--- src/rtl/mem_access_ctrl.sv ---
// Y86-64 memory-stage initiator: decodes icode into one read or write
// and runs it over a valid/ready request and valid-only response channel.
module mem_access_ctrl #(
  parameter int unsigned ADDR_LIMIT = 256,
  parameter int unsigned TIMEOUT    = 15
) (
  input  logic        clk,
  input  logic        rst,
  input  logic        start,
  input  logic [3:0]  icode,
  input  logic [63:0] valA,
  input  logic [63:0] valE,
  input  logic [63:0] valP,
  output logic        req_valid,
  input  logic        req_ready,
  output logic        req_we,
  output logic [63:0] req_addr,
  output logic [63:0] req_wdata,
  input  logic        rsp_valid,
  input  logic [63:0] rsp_rdata,
  output logic [63:0] valM,
  output logic        done,
  output logic        busy,
  output logic        mem_error
);

  localparam int unsigned CW = $clog2(TIMEOUT + 1);

  typedef enum logic [1:0] {
    S_IDLE,
    S_REQ,
    S_RESP,
    S_DONE
  } state_e;

  state_e        state_q, state_d;
  logic [CW-1:0] cnt_q, cnt_d;
  logic          req_valid_q, req_valid_d;
  logic          req_we_q, req_we_d;
  logic [63:0]   req_addr_q, req_addr_d;
  logic [63:0]   req_wdata_q, req_wdata_d;
  logic [63:0]   valm_q, valm_d;
  logic          done_q, done_d;
  logic          busy_q, busy_d;
  logic          err_q, err_d;

  logic          dec_rd, dec_wr, dec_oob;
  logic [63:0]   dec_addr, dec_wdata;

  always_comb begin
    dec_rd    = 1'b0;
    dec_wr    = 1'b0;
    dec_addr  = valE;
    dec_wdata = valA;
    case (icode)
      4'h5: dec_rd = 1'b1;
      4'h9, 4'hB: begin
        dec_rd   = 1'b1;
        dec_addr = valA;
      end
      4'h4, 4'hA: dec_wr = 1'b1;
      4'h8: begin
        dec_wr    = 1'b1;
        dec_wdata = valP;
      end
      default: ;
    endcase
    dec_oob = dec_addr >= 64'(ADDR_LIMIT);
  end

  always_comb begin
    state_d     = state_q;
    cnt_d       = cnt_q;
    req_valid_d = 1'b0;
    req_we_d    = req_we_q;
    req_addr_d  = req_addr_q;
    req_wdata_d = req_wdata_q;
    valm_d      = valm_q;
    done_d      = 1'b0;
    err_d       = err_q;
    case (state_q)
      S_IDLE: begin
        if (start) begin
          err_d = 1'b0;
          if (!(dec_rd || dec_wr)) begin
            state_d = S_DONE;
            done_d  = 1'b1;
          end else if (dec_oob) begin
            err_d   = 1'b1;
            state_d = S_DONE;
            done_d  = 1'b1;
          end else begin
            req_we_d    = dec_wr;
            req_addr_d  = dec_addr;
            req_wdata_d = dec_wdata;
            req_valid_d = 1'b1;
            state_d     = S_REQ;
          end
        end
      end
      S_REQ: begin
        req_valid_d = 1'b1;
        // A response arriving alongside the handshake belongs to nobody yet.
        if (req_ready) begin
          req_valid_d = 1'b0;
          if (req_we_q) begin
            state_d = S_DONE;
            done_d  = 1'b1;
          end else begin
            state_d = S_RESP;
            cnt_d   = '0;
          end
        end
      end
      S_RESP: begin
        if (rsp_valid) begin
          valm_d  = rsp_rdata;
          state_d = S_DONE;
          done_d  = 1'b1;
        end else if (cnt_q == CW'(TIMEOUT - 1)) begin
          err_d   = 1'b1;
          state_d = S_DONE;
          done_d  = 1'b1;
        end else begin
          cnt_d = cnt_q + 1'b1;
        end
      end
      S_DONE: state_d = S_IDLE;
      default: state_d = S_IDLE;
    endcase
    busy_d = state_d != S_IDLE;
  end

  always_ff @(posedge clk or posedge rst) begin
    if (rst) begin
      state_q     <= S_IDLE;
      cnt_q       <= '0;
      req_valid_q <= 1'b0;
      req_we_q    <= 1'b0;
      req_addr_q  <= '0;
      req_wdata_q <= '0;
      valm_q      <= '0;
      done_q      <= 1'b0;
      busy_q      <= 1'b0;
      err_q       <= 1'b0;
    end else begin
      state_q     <= state_d;
      cnt_q       <= cnt_d;
      req_valid_q <= req_valid_d;
      req_we_q    <= req_we_d;
      req_addr_q  <= req_addr_d;
      req_wdata_q <= req_wdata_d;
      valm_q      <= valm_d;
      done_q      <= done_d;
      busy_q      <= busy_d;
      err_q       <= err_d;
    end
  end

  assign req_valid = req_valid_q;
  assign req_we    = req_we_q;
  assign req_addr  = req_addr_q;
  assign req_wdata = req_wdata_q;
  assign valM      = valm_q;
  assign done      = done_q;
  assign busy      = busy_q;
  assign mem_error = err_q;

endmodule

--- config.mk ---
export PLATFORM = sky130hd
export DESIGN_NAME = mem_access_ctrl
export DESIGN_NICKNAME = d
export VERILOG_FILES = /design/src/rtl/mem_access_ctrl.sv
export SDC_FILE = /design/constraint.sdc
export NUM_CORES = 1
export LEC_CHECK = 0
export BUFFER_PORTS_ARGS = -buffer_cell sky130_fd_sc_hd__buf_2
export CORE_ASPECT_RATIO = 0.5
export CORE_MARGIN = 5
export CORE_UTILIZATION = 35
export CTS_BUF_LIST = sky130_fd_sc_hd__clkbuf_4 sky130_fd_sc_hd__clkbuf_8
export DETAILED_ROUTE_END_ITERATION = 8
export GPL_TIMING_DRIVEN = 0
export PLACE_DENSITY = 0.65
export RECOVER_POWER = 25
export SETUP_SLACK_MARGIN = 0.15
export SLEW_MARGIN = 40
export SYNTH_ARGS = -nofsm -noshare
export SYNTH_HDL_FRONTEND = slang
export SYNTH_SLANG_ARGS = --single-unit
--- constraint.sdc ---
create_clock -name clk -period 9 [get_ports clk]
set_clock_uncertainty 0.2 [all_clocks]
set_input_delay 1.8 -clock clk [delete_from_list [all_inputs] [get_ports clk]]
set_output_delay 1.8 -clock clk [all_outputs]
set_load 0.005 [all_outputs]
---- Word-level counts from Yosys, hierarchy flattened ----
Index checks and enable logic that the tools add are counted.
cells by class
  equality and inequality tests ........... 16
  mux-type cells .......................... 35
  $add $sub $neg .......................... 1
  bitwise gates (word level) .............. 1
  order comparisons ....................... 1
  reduce and logical (&&, ||, !) cells .... 12
operators by type and width
  cell                   count
  $mux W64               2
  $ge A64 B9 Y1 const B  1
  $eq A4 B4 Y1 const B   5
  $mux W1                18
  $mux W4                4
  $mux W2                6
  $ne A2 B2 Y1 const B   6
  $eq A4 B3 Y1 const B   2
  $pmux W2 S4            1
  $pmux W4 S2            1
  $reduce_and A4 Y1      2
  $reduce_bool A2 Y1     3
  $reduce_or A3 Y1       2
  $reduce_and A5 Y1      1
  $add A4 B1 Y4 const B  1
  $eq A2 B2 Y1 const B   2
  $pmux W1 S2            2
  $pmux W1 S3            1
  $eq A2 B1 Y1 const B   1
  $logic_not A2 Y1       1
  $reduce_and A2 Y1      1
  $reduce_or A2 Y1       1
  $logic_or A1 B1 Y1     1
  $not A1 Y1             1
storage, ports and cells
  output and inout port bits .............. 197
  word-level logic and storage cells ...... 76
  bits in registers ....................... 203
  input bits .............................. 265

---- Longest topological paths before layout ----
  depth in word-level cells ............... 9
  depth in mapped cells ................... 8
  mapped depth without buffers ............ 7

---- Least setup slack after synthesis ----
No wires, ideal clock.
  path type ............................... input -> register
  start point ............................. in valE[13]
  end point ............................... reg req_wdata_q[10] (netlist: req_wdata[10])
  data required time ...................... 8.673 ns
  buffers on the path ..................... 2
  stages on the path ...................... 7
  arrival ................................. 3.582 ns
  setup time .............................. 0.127 ns
  setup slack ............................. 5.090 ns
  cell sequence ........................... nor4_1 nand4_1 or3b_1 a221oi_2 buf_4 buf_6 mux2_1
between the ends
  cells in the longest elaborated chain, start to end .. 4
RTL lines
  item                         RTL line  text
  start: declaration           12        input logic [63:0] valE,
  $mux W64                     55        case (icode)
  $ge A64 B9 Y1                68        dec_oob = dec_addr >= 64'(ADDR_LIMIT);
  $not A1 Y1 (no line)         n/a
  $reduce_and A4 Y1 (no line)  n/a
  end signal: assignment       152       req_wdata_q <= req_wdata_d;
  end: declaration             41        logic [63:0] req_wdata_q, req_wdata_d;
Every way passes these cells.
A chain may end at the register's enable or synchronous reset.

---- Final worst setup path ----
  start point ............................. in valA[40]
  end point ............................... reg req_wdata_q[56] (netlist: req_wdata[56])
between the ends
  cells in the longest elaborated chain, start to end .. 4
RTL lines
  item                         RTL line  text
  start: declaration           11        input logic [63:0] valA,
  $mux W64                     55
  $ge A64 B9 Y1                68
  $not A1 Y1 (no line)         n/a
  $reduce_and A4 Y1 (no line)  n/a
Every way passes these cells.

==> impl_metrics.py <==
metrics = {
    "drt": {
        "highest-signal-layer": "met5",
        "wl_met3_um": 1780,
        "wl_met1_um": 13400,
        "met2_length_um": 16300,
        "viasPerCell": 4.76,
        "wl_per_cell_um": 22.1,
        "vias": 6920,
        "totalWireLength_um": 32200,
        "drc": 0,
        "drtIter0Drc": 328,
        "ant_nets": 0,
        "dr.pass1.iters": 4,
    },
    "setup_path": {
        "cp-end-kind": "flip-flop",
        "r2r-start": "state_q[1]",
        "cp_max_fo": 10,
        "crit_buf_inv": 3,
        "cpMaxStageDelayCell": "nor4_1",
        "path_delay_family": "simple AND/OR/NAND/NOR gates",
        "r2r-end": "valM[47]",
        "worstPathRequired_ns": 9.25,
        "max_stage_delay_ns": 0.62,
        "start_kind": "input port",
        "regToRegSetupSlack_ns": 6.18,
        "crit_arrival_ns": 4.52,
        "reg2regPathDepth": 6,
        "path_cells": "buf_2 > nor4_1 > nand2_1 > or3_1 > a221oi_2 > buf_4 > buf_6 > mux2_1",
        "critical_path_class": "input port to flip-flop",
    },
    "cts": {
        "cts.sinks": 203,
        "ctsLongestPathBuffers": 3,
        "numCtsBuffers": 30,
        "postCtsSetupBuffers": 0,
        "hold_buffers": 0,
        "ctsResizeCount": 0,
        "cts_tree": "yes",
        "cts_htree_levels": 1,
        "clk_pin_slew_worst_paths_ns": 0.07,
        "clk_latency_ns": 0.57,
        "root_buffer": "clkbuf_8",
    },
    "power_and_ir_drop": {
        "total_power_mw": 2.58,
        "ir_worst_vdd_mv": 0.179,
        "p_leak_nw": 6.56,
        "powerDensity_nw_per_um2": 214,
    },
    "synth": {
        "ys_warn_count": 0,
        "synth_seq_area_share": 0.591,
        "synth_area_per_cell_sq_um": 14.3,
        "synthTopCellsByCount": "dfrtp_1, mux2_2, mux2_1",
        "synth-seq-cells": 203,
        "yosysUniqueCellTypes": 33,
        "syn_inst": 602,
        "synth_edf_count": 0,
        "yosys.area.top_type_share": 0.591,
        "ys.flop_type": "dfrtp_1",
        "async_reset_ff_frac": 1.00,
        "synthesis.area_sq_um": 8590,
        "yosys.area.top_type": "dfrtp_1",
        "synth_fp_nets": 869,
        "synthTopCellsByArea": "dfrtp_1, mux2_2, mux2_1, nor2b_1, nor4_1",
        "synth_most_common_cell": "dfrtp_1",
    },
    "die": {
        "io_pins": 462,
        "dieArea_sq_um": 28000,
        "core_area_sq_um": 24100,
        "die_x_um": 232,
        "dieHeight_um": 121,
        "initial_core_util": 0.357,
        "rows": 40,
    },
    "placement": {
        "pre_cts_ws_ns": 4.09,
        "dpl.hpwl_um": 26100,
        "io_buffer_count": 461,
        "gp_congestion": 0.958,
        "placed_area_sq_um": 11400,
    },
    "timing": {
        "final-setup-viol-count": 0,
        "final.period_utilization": 0.474,
        "rsz0062_at_grt": "false",
        "fin_hold_ws_ns": 0.277,
        "finalHoldViolations": 0,
        "drv_slew": 56,
        "post-route-min-period_ns": 4.27,
        "fmax_mhz": 234,
        "maxSlewHeadroom": -0.671,
        "fin_ws_ns": 4.73,
        "worstMarginPinSlew_ns": 2.49,
    },
    "finish": {
        "nNetsFinal": 1364,
        "drive_above_1_share": 0.609,
        "area_delta_synth_final_pct": 39.9,
        "final_area_sq_um": 12000,
        "nFillCells": 2256,
    },
    "min_path": {
        "hold_depth": 1,
        "hold_start": "req_wdata[3]",
        "hold_end": "req_wdata[3]",
        "worstHoldPathType": "flip-flop to flip-flop",
    },
    "status": {
        "violations": "max-capacitance violations, max-slew violations",
        "status": "finished with violations",
    },
    "global_routing": {
        "grt_max_degree": 76,
        "globalRouteOverflowTotal": 0,
        "grt_antenna_before_repair": 5,
        "grt_usage": 0.220,
        "grt_pass1_wl_um": 46500,
        "grt_pass1_vias": 7336,
    },
    "job": {
        "cap_violations": 1,
    },
}
## power by group
group	switching, mW	leakage [nW]	total (mW)	internal [mW]
clock	0.368	0.344	0.809	0.440
combinational	0.272	3.54	0.607	0.335
sequential	0.0806	2.68	1.16	1.08
total	0.721	6.56	2.58	1.86
## how the worst max path moves through the flow
stage | startpoint | to | slack (ns) | depth (start not counted)
final | valA[40] | req_wdata[56] | 4.73 | 8
after global routing | valA[37] | req_wdata[56] | 4.62 | 8
after detailed placement | valA[37] | req_wdata[56] | 4.09 | 8
after global placement | rst | valM[51] | -0.89 | 2
after CTS | valA[37] | req_wdata[56] | 4.71 | 8
after floorplan | rst | busy | 1.46 | 1
## layer usage
layer  vias to the layer above  global-route usage
li1                       3158                   -
met1                      3528               0.291
met2                       179               0.379
met3                        51              0.0434
met4                         4              0.0442
met5                         -                   0
## layout make-up
cell class,count,area [sq um],share of cell area
antenna,2,5.00,0.000417
buffer,31,175,0.0146
clock buffer,46,583,0.0485
clock inverter,6,58.8,0.00489
inverter,3,12.5,0.00104
multi-input combinational,365,3320,0.276
sequential,203,5080,0.423
tap,336,420,0.0350
timing repair buffer,463,2360,0.196
## kinds of logic (layout without fill, tap and decap cells)
| logic type | after synthesis | in the layout | share of synthesized area |
|---|---|---|---|
| flip-flops | 203 | 203 | 0.591 |
| AND/OR/NAND/NOR | 135 | 135 | 0.0947 |
| buffers and inverters | 34 | 549 | 0.0217 |
| multiplexers | 211 | 211 | 0.276 |
| AO/OA/AOI/OAI | 17 | 17 | 0.0128 |
| other | 0 | 2 | 0 |
| adder cells (fa/ha/maj) | 2 | 2 | 0.00291 |
## registers in the layout, indices dropped and copies added, names as in the netlist
signal and cells:
busy 1, cnt_q 4, done 1, mem_error 1
req_addr 64, req_valid 1, req_wdata 64, req_we 1
state_q 2, valM 64
## cell usage in the layout, fill, tap and decap left out, types with 3 or more instances in the layout
master and instances:
clkbuf_4 8, clkbuf_8 38, nor4_1 30, nor2b_1 57, nand3_1 5, nand4_1 8
nor3_1 3, mux2_2 149, mux2_1 60, buf_2 466, buf_6 6, nor4b_1 3
dfrtp_1 203, clkbuf_1 19, clkinv_2 4, nor2_1 11, nand2_1 6, o21ai_0 6
a21oi_1 4
## stage by stage
step           cells   util  setup TNS [ns]
6_report        1455  0.499               0
5_1_grt         1454  0.499               0
4_1_cts         1453  0.499               0
3_5_place_dp    1401  0.473               0
3_3_place_gp    1399  0.470         -175.30
2_1_floorplan    602      -               0
No activity file was read; power rests on OpenSTA's default activity.
